`config.mk`:
```
export PLATFORM = sky130hd
export DESIGN_NAME = grf_mp_bypass
export DESIGN_NICKNAME = d
export VERILOG_FILES = /design/src/rtl/grf_mp_bypass.sv
export SDC_FILE = /design/constraint.sdc
export NUM_CORES = 2
export LEC_CHECK = 0
export CAP_MARGIN = 20
export CORE_ASPECT_RATIO = 1.4
export CORE_MARGIN = 2
export CORE_UTILIZATION = 40
export CTS_BUF_LIST = sky130_fd_sc_hd__clkbuf_8
export CTS_CLUSTER_DIAMETER = 120
export DETAILED_ROUTE_END_ITERATION = 8
export GPL_ROUTABILITY_DRIVEN = 0
export MAX_ROUTING_LAYER = met4
export PLACE_DENSITY = 0.67
export SETUP_SLACK_MARGIN = 0.4
export SLEW_MARGIN = 20
export SYNTH_ARGS = -nofsm -noshare
export SYNTH_HDL_FRONTEND = slang
export SYNTH_SLANG_ARGS = --single-unit
```
`constraint.sdc`:
```
create_clock -name Clk -period 4.89 [get_ports Clk]
set_input_delay 0.978 -clock Clk [delete_from_list [all_inputs] [get_ports Clk]]
set_output_delay 0.978 -clock Clk [all_outputs]
set_load 0.05 [all_outputs]
```
`src/rtl/grf_mp_bypass.sv`:
```
// grf_mp_bypass: multi-read-port general register file with two prioritised
// write ports, optional same-cycle write-to-read bypass and a per-register
// busy scoreboard for the hazard unit.
module grf_mp_bypass #(
  parameter int unsigned DATA_W   = 32,
  parameter int unsigned ADDR_W   = 5,
  parameter int unsigned NUM_RD   = 2,
  parameter bit          BYPASS   = 1'b1,
  parameter bit          ZERO_REG = 1'b1
) (
  input  logic                     Clk,
  input  logic                     Reset,
  input  logic [NUM_RD*ADDR_W-1:0] rd_addr,
  output logic [NUM_RD*DATA_W-1:0] rd_data,
  output logic [NUM_RD-1:0]        rd_busy,
  input  logic                     wr0_en,
  input  logic [ADDR_W-1:0]        wr0_addr,
  input  logic [DATA_W-1:0]        wr0_data,
  input  logic [31:0]              wr0_pc,
  input  logic                     wr1_en,
  input  logic [ADDR_W-1:0]        wr1_addr,
  input  logic [DATA_W-1:0]        wr1_data,
  input  logic [31:0]              wr1_pc,
  input  logic                     iss_en,
  input  logic [ADDR_W-1:0]        iss_addr,
  output logic [2**ADDR_W-1:0]     busy
);

  localparam int unsigned DEPTH = 2**ADDR_W;

  // Power-up contents are zero even without a reset edge.
  logic [DATA_W-1:0] regs_q [DEPTH] = '{default: '0};
  logic [DEPTH-1:0]  busy_q = '0;
  logic [DEPTH-1:0]  busy_d;

  logic wr0_commit;
  logic wr1_commit;

  // Port 1 wins a same-address collision; register 0 is read-only when hardwired.
  always_comb begin
    wr1_commit = wr1_en && !(ZERO_REG && (wr1_addr == '0));
    wr0_commit = wr0_en && !(ZERO_REG && (wr0_addr == '0))
                        && !(wr1_en && (wr1_addr == wr0_addr));
  end

  function automatic logic [DATA_W-1:0] read_port(input logic [ADDR_W-1:0] a);
    if (ZERO_REG && (a == '0))
      return '0;
    else if (BYPASS && wr1_en && (wr1_addr == a))
      return wr1_data;
    else if (BYPASS && wr0_en && (wr0_addr == a))
      return wr0_data;
    else
      return regs_q[a];
  endfunction

  // Combinational read ports; busy flags come from the registered scoreboard only.
  always_comb begin
    rd_data = '0;
    rd_busy = '0;
    for (int unsigned k = 0; k < NUM_RD; k++) begin
      rd_data[k*DATA_W +: DATA_W] = read_port(rd_addr[k*ADDR_W +: ADDR_W]);
      rd_busy[k]                  = busy_q[rd_addr[k*ADDR_W +: ADDR_W]];
    end
  end

  // Register array update; reset discards any write in the same cycle.
  always_ff @(posedge Clk) begin
    if (Reset) begin
      for (int unsigned i = 0; i < DEPTH; i++) regs_q[i] <= '0;
    end else begin
      if (wr0_commit) regs_q[wr0_addr] <= wr0_data;
      if (wr1_commit) regs_q[wr1_addr] <= wr1_data;
    end
  end

  // Scoreboard next state: clears from committed writes, then issue set overrides.
  always_comb begin
    busy_d = busy_q;
    if (wr0_commit) busy_d[wr0_addr] = 1'b0;
    if (wr1_commit) busy_d[wr1_addr] = 1'b0;
    if (iss_en)     busy_d[iss_addr] = 1'b1;
    if (ZERO_REG)   busy_d[0]        = 1'b0;
  end

  // Scoreboard register.
  always_ff @(posedge Clk) begin
    if (Reset) busy_q <= '0;
    else       busy_q <= busy_d;
  end

  assign busy = busy_q;

`ifndef SYNTHESIS
  // Commit trace, port 0 first; dropped, ignored or reset-cancelled writes are silent.
  always_ff @(posedge Clk) begin
    if (!Reset) begin
      if (wr0_commit) $display("@%h: $%d <= %h", wr0_pc, wr0_addr, wr0_data);
      if (wr1_commit) $display("@%h: $%d <= %h", wr1_pc, wr1_addr, wr1_data);
    end
  end
`endif

endmodule

```
# [Word level (Yosys, flattened, before mapping)]
# Memories as Yosys holds them, arrays and structs flattened.
# Index checks and enable logic that the tools add are counted.
[totals] reg_bits=32 ramBits=1024 input_bits=158 out_inout_bits=98 word_cells=74 memories=1
[mem_list] memory="regs_q" words=32 word_bits=32 read_ports=2 rd_ports_with_merged_regs=0 write_ports=32 line="32" rtl="logic [DATA_W-1:0] regs_q [DEPTH] = '{default: '0};"
[op_classes] n_lt_le_gt_ge=8 n_eq_ne=5 mux=33 n_bitwise=5 reduce_logical=20
[op_table] operator="$mux 32" count=11
[op_table] operator="$and 32x32->32" count=2
[op_table] operator="$not 32->32" count=2
[op_table] operator="$reduce_or 32->1" count=2
[op_table] operator="$or 32x32->32" count=1
[op_table] operator="$lt 5x6->1 const B" count=5
[op_table] operator="$eq 5x5->1" count=5
[op_table] operator="$logic_not 5->1" count=4
[op_table] operator="$demux 1 s5" count=3
[op_table] operator="$ge 5x1->1 const B" count=3
[op_table] operator="$mux 1" count=15
[op_table] operator="$logic_and 1x1->1" count=11
[op_table] operator="$bmux 1 s5" count=2
[op_table] operator="$mux 5" count=2
[op_table] operator="$logic_not 1->1" count=3

# [Longest topological paths before layout]
[depth] depth_word=11 depth_mapped=10 depth_no_buf=5

# [Least setup slack after synthesis]
# Ideal clock, no wire load.
[synth_path] path_kind="input-to-reg" start="input port wr1_addr[3]" end="memory regs_q[13][0] (enable)" setup_time_ps=468 arrival_ps=4141 required_ps=4422 setup_slack_ps=281 path_stages=5 n_path_buf=1 path_cell_list="buf_2 -> xnor2_1 -> nand4_2 -> o2111ai_1 -> o21ai_0"
[synth_lines] item="from (decl)" line="21" rtl="input logic [ADDR_W-1:0] wr1_addr,"
[synth_lines] item="to (decl)" line="32"

# [Worst setup path after layout]
[layout_path] start="input port rd_addr[2]" end="output port rd_data[19]"
[layout_between] elab_chain_len=5 elab_cells_between_ends=9 classes_between="2 x eq/ne; 3 x mux; 3 x reduce/logical; 1 x memory"
[layout_lines] item="from (decl)" line="13" rtl="input logic [NUM_RD*ADDR_W-1:0] rd_addr,"
[layout_lines] item="branches (longest 4 deep; another with $mem_v2 32x32)"
[layout_lines] item="$mux 32 *" line="47" rtl="if (ZERO_REG && (a == '0))"
[layout_lines] item="to (decl)" line="14" rtl="output logic [NUM_RD*DATA_W-1:0] rd_data,"
# Mark *: on every way between the ends.

==> results.cfg <==
[pwr]
p_sw_mw = 6.38
power.share.sequential_pct = 48.9
share_clk_of_total_power_pct = 32.7
internal_power_mw = 15.6
power_density_nw_per_um2 = 308
power_switching_share_pct = 29.0
total_power_mw = 22.0
share_comb_of_total_power_pct = 18.4
peakVddDrop_mv = 0.293
total_leakage_power_nw = 24.7

[floorplan]
io-pin-count = 256
full_die_area_sq_um = 157000
placeableCoreArea_sq_um = 153000
die_height_um = 467
rows = 170
die_w_um = 335
initial_utilization_pct = 40.2

[critical_path]
cpMostUsedCell = sky130_fd_sc_hd__buf_4
path_cells = dlygate4sd2_1, or3b_4, buf_4, o221ai_1, a211oi_2, buf_4, nor4_1, a221o_1, buf_12
worstSetupPathType = input port to output port
end_kind = output port
critPathTopFamily = buffers and inverters
cp-start-kind = input port
worst_path_max_delay_cell = sky130_fd_sc_hd__nor4_1
required_time_reported_for_the_critical_path_endpoint_ps = 3910
cp.buffers_inverters = 4
cp_slowest_stage_delay_ps = 540
cp_data_arrival_time_ps = 3640
timing.critical_path.fanout_max = 26

[clocking]
clock_sink_count = 1055
root_buffer = sky130_fd_sc_hd__clkbuf_8
worst_setup_hold_path_clk_slew_ps = 60
tritoncts = done
clock_insertion_delay_worst_skew_ps = 880
cts_buffers = 171
post_cts_hold_buffer_count = 0
cts.htree.levels = 4
cts_buffer_depth = 3

[sta]
timing.final.ws_setup_ps = 276
setup-violations-final = 0
clock-skew-final_ps = 0
fin_tns_setup_ps = 0
worst_slew_pin_slew_ps = 1030
timing.max_slew.rel_slack_pct = 31.2
final_max_slew_viol_count = 0
hold_viol = 0
clock.fmax_mhz = 217
finalCriticalPeriod_ps = 4610
rsz0062_at_grt = yes
layout_worst_path_cycle_share_pct = 94.3

[logic_synthesis]
async_reset_ff_share_pct = 0
yosysUniqueCellTypes = 58
flop_and_latch_count_out_of_synthesis = 1055
synth_area_per_cell_sq_um = 14.3
seq_area_frac_synth_pct = 51.1
yosysWarningCount = 0
mappedNetlistArea_sq_um = 61300
post_synth_inst_count = 4290
number_of_synthesized_flops_with_an_enable_pin = 1024
postSynth.topFlopCell = sky130_fd_sc_hd__edfxtp_1

[drt]
drcViolationCount = 0
total_length_of_routed_wires_um = 243000
post_route_ant_nets = 0
drt_first_iter_violations = 6783
wire_per_inst_um = 37.2
avgViaCountPerCell = 7.34
vias = 47900
drt_pass1_iterations = 8

[global_route]
global_route.usage.total_pct = 30.9
largest_net_degree_at_the_start_of_global_routing = 50
overflow = 0
grt_pass1_vias = 48100
antenna_violations_before_repair = 7
grt_first_pass_wirelength_um = 336000

[final_layout]
final_cell_area_sq_um = 71400
commonest_cells_after_routing_fill_and_taps_aside = sky130_fd_sc_hd__a22o_1, sky130_fd_sc_hd__edfxtp_1, sky130_fd_sc_hd__mux4_2
area_delta_synth_final_pct = 16.5
finish.net_count = 4566
layout.cells.most_common = sky130_fd_sc_hd__a22o_1
layout-drive-gt1-share_pct = 29.4
layout.filler_cells = 13100

[place]
dp_hpwl_um = 155000
postPlaceCellArea_sq_um = 68000
portBuffers = 190
place_ws_ps = 180

[outcome]
status = complete, no violations

[flow_run]
maxCapViolCount = 0

[worst_hold_path]
holdCritPathClass = flop to flop
## metrics by stage
step / hold slack (ps) / util (%) / instances
6_report: 507 / 46.8 / 6520
5_1_grt: 504 / 46.8 / 6519
4_1_cts: 477 / 46.6 / 6509
3_5_place_dp: 499 / 44.5 / 6206
3_3_place_gp: 492 / 44.5 / 6206
2_1_floorplan: 705 / - / 4322
## sequential cells by signal, indices dropped and copies added, names as in the netlist
name	flops
regs_q	1024
busy	31
## Yosys cell counts (62+ instances only)
library cell / n / area [sq um]
sky130_fd_sc_hd__a22o_1: 1055 / 9240
sky130_fd_sc_hd__edfxtp_1: 1024 / 30700
sky130_fd_sc_hd__a221o_1: 63 / 631
sky130_fd_sc_hd__nor4_1: 66 / 413
sky130_fd_sc_hd__clkbuf_1: 418 / 1570
sky130_fd_sc_hd__mux4_2: 402 / 9050
sky130_fd_sc_hd__buf_1: 76 / 285
sky130_fd_sc_hd__a211oi_1: 62 / 465
sky130_fd_sc_hd__nor2_1: 99 / 372
sky130_fd_sc_hd__o221ai_1: 130 / 1140
sky130_fd_sc_hd__buf_2: 167 / 836
sky130_fd_sc_hd__mux2i_1: 260 / 2600
## worst min-delay path: stages, from the launching register on
cell	delay [ps]
sky130_fd_sc_hd__dfxtp_1	330
sky130_fd_sc_hd__inv_1	60
sky130_fd_sc_hd__o22ai_1	70
## logic make-up (layout without fill, tap and decap cells)
family | Yosys count | count (layout) | share of synthesized area, %
AO/OA/AOI/OAI | 1463 | 1463 | 20.7
XOR/XNOR | 25 | 25 | 0.357
buffers and inverters | 742 | 956 | 5.26
flip-flops | 1055 | 1055 | 51.1
multiplexers | 722 | 722 | 20.1
other | 1 | 39 | 0.00611
AND/OR/NAND/NOR | 282 | 282 | 2.45
## power by group through the flow
stage	sequential, mW	combinational, mW	clock (mW)
3_5_place_dp	10.9	3.90	0
3_3_place_gp	10.9	3.86	0
2_1_floorplan	10.9	2.33	0
6_report	10.8	4.04	7.20
5_1_grt	10.8	4.14	7.59
4_1_cts	10.7	3.93	7.21
## final timing paths
path	start	cells past startpoint	slack, ps	end
max	rd_addr[2]	9	280	rd_data[19]
min	busy[3]$_SDFF_PP0_	2	510	busy[3]$_SDFF_PP0_
max reg2reg	busy[27]$_SDFF_PP0_	2	4160	busy[27]$_SDFF_PP0_
min reg2reg	busy[3]$_SDFF_PP0_	2	510	busy[3]$_SDFF_PP0_
## layout make-up
cell class | instances | area (sq um) | share of cell area [%]
diodes | 6 | 15.0 | 0.0210
clock buffers | 178 | 2450 | 3.43
clock inverters | 123 | 612 | 0.856
inverters | 39 | 146 | 0.205
multi-input cells | 2525 | 27800 | 39.0
flip-flops and latches | 1055 | 31400 | 43.9
well taps | 1978 | 2470 | 3.46
repair buffers | 616 | 6530 | 9.14
## timing repair
item	in CTS	in global routing
resized for setup	28	17
pin swaps	0	1
buffers inserted	1	0
cloned	1	5
endpoints found under the setup margin	63	58
## per-layer routing
layer | GRT usage (%) | vias to the layer above | wire length [um]
li1 | - | 18500 | -
met1 | 33.7 | 24000 | 78600
met2 | 49.0 | 4132 | 114000
met3 | 9.18 | 1282 | 30900
met4 | 20.6 | 0 | 19300
met5 | - | - | 0
(Power assumes the default switching activity.)
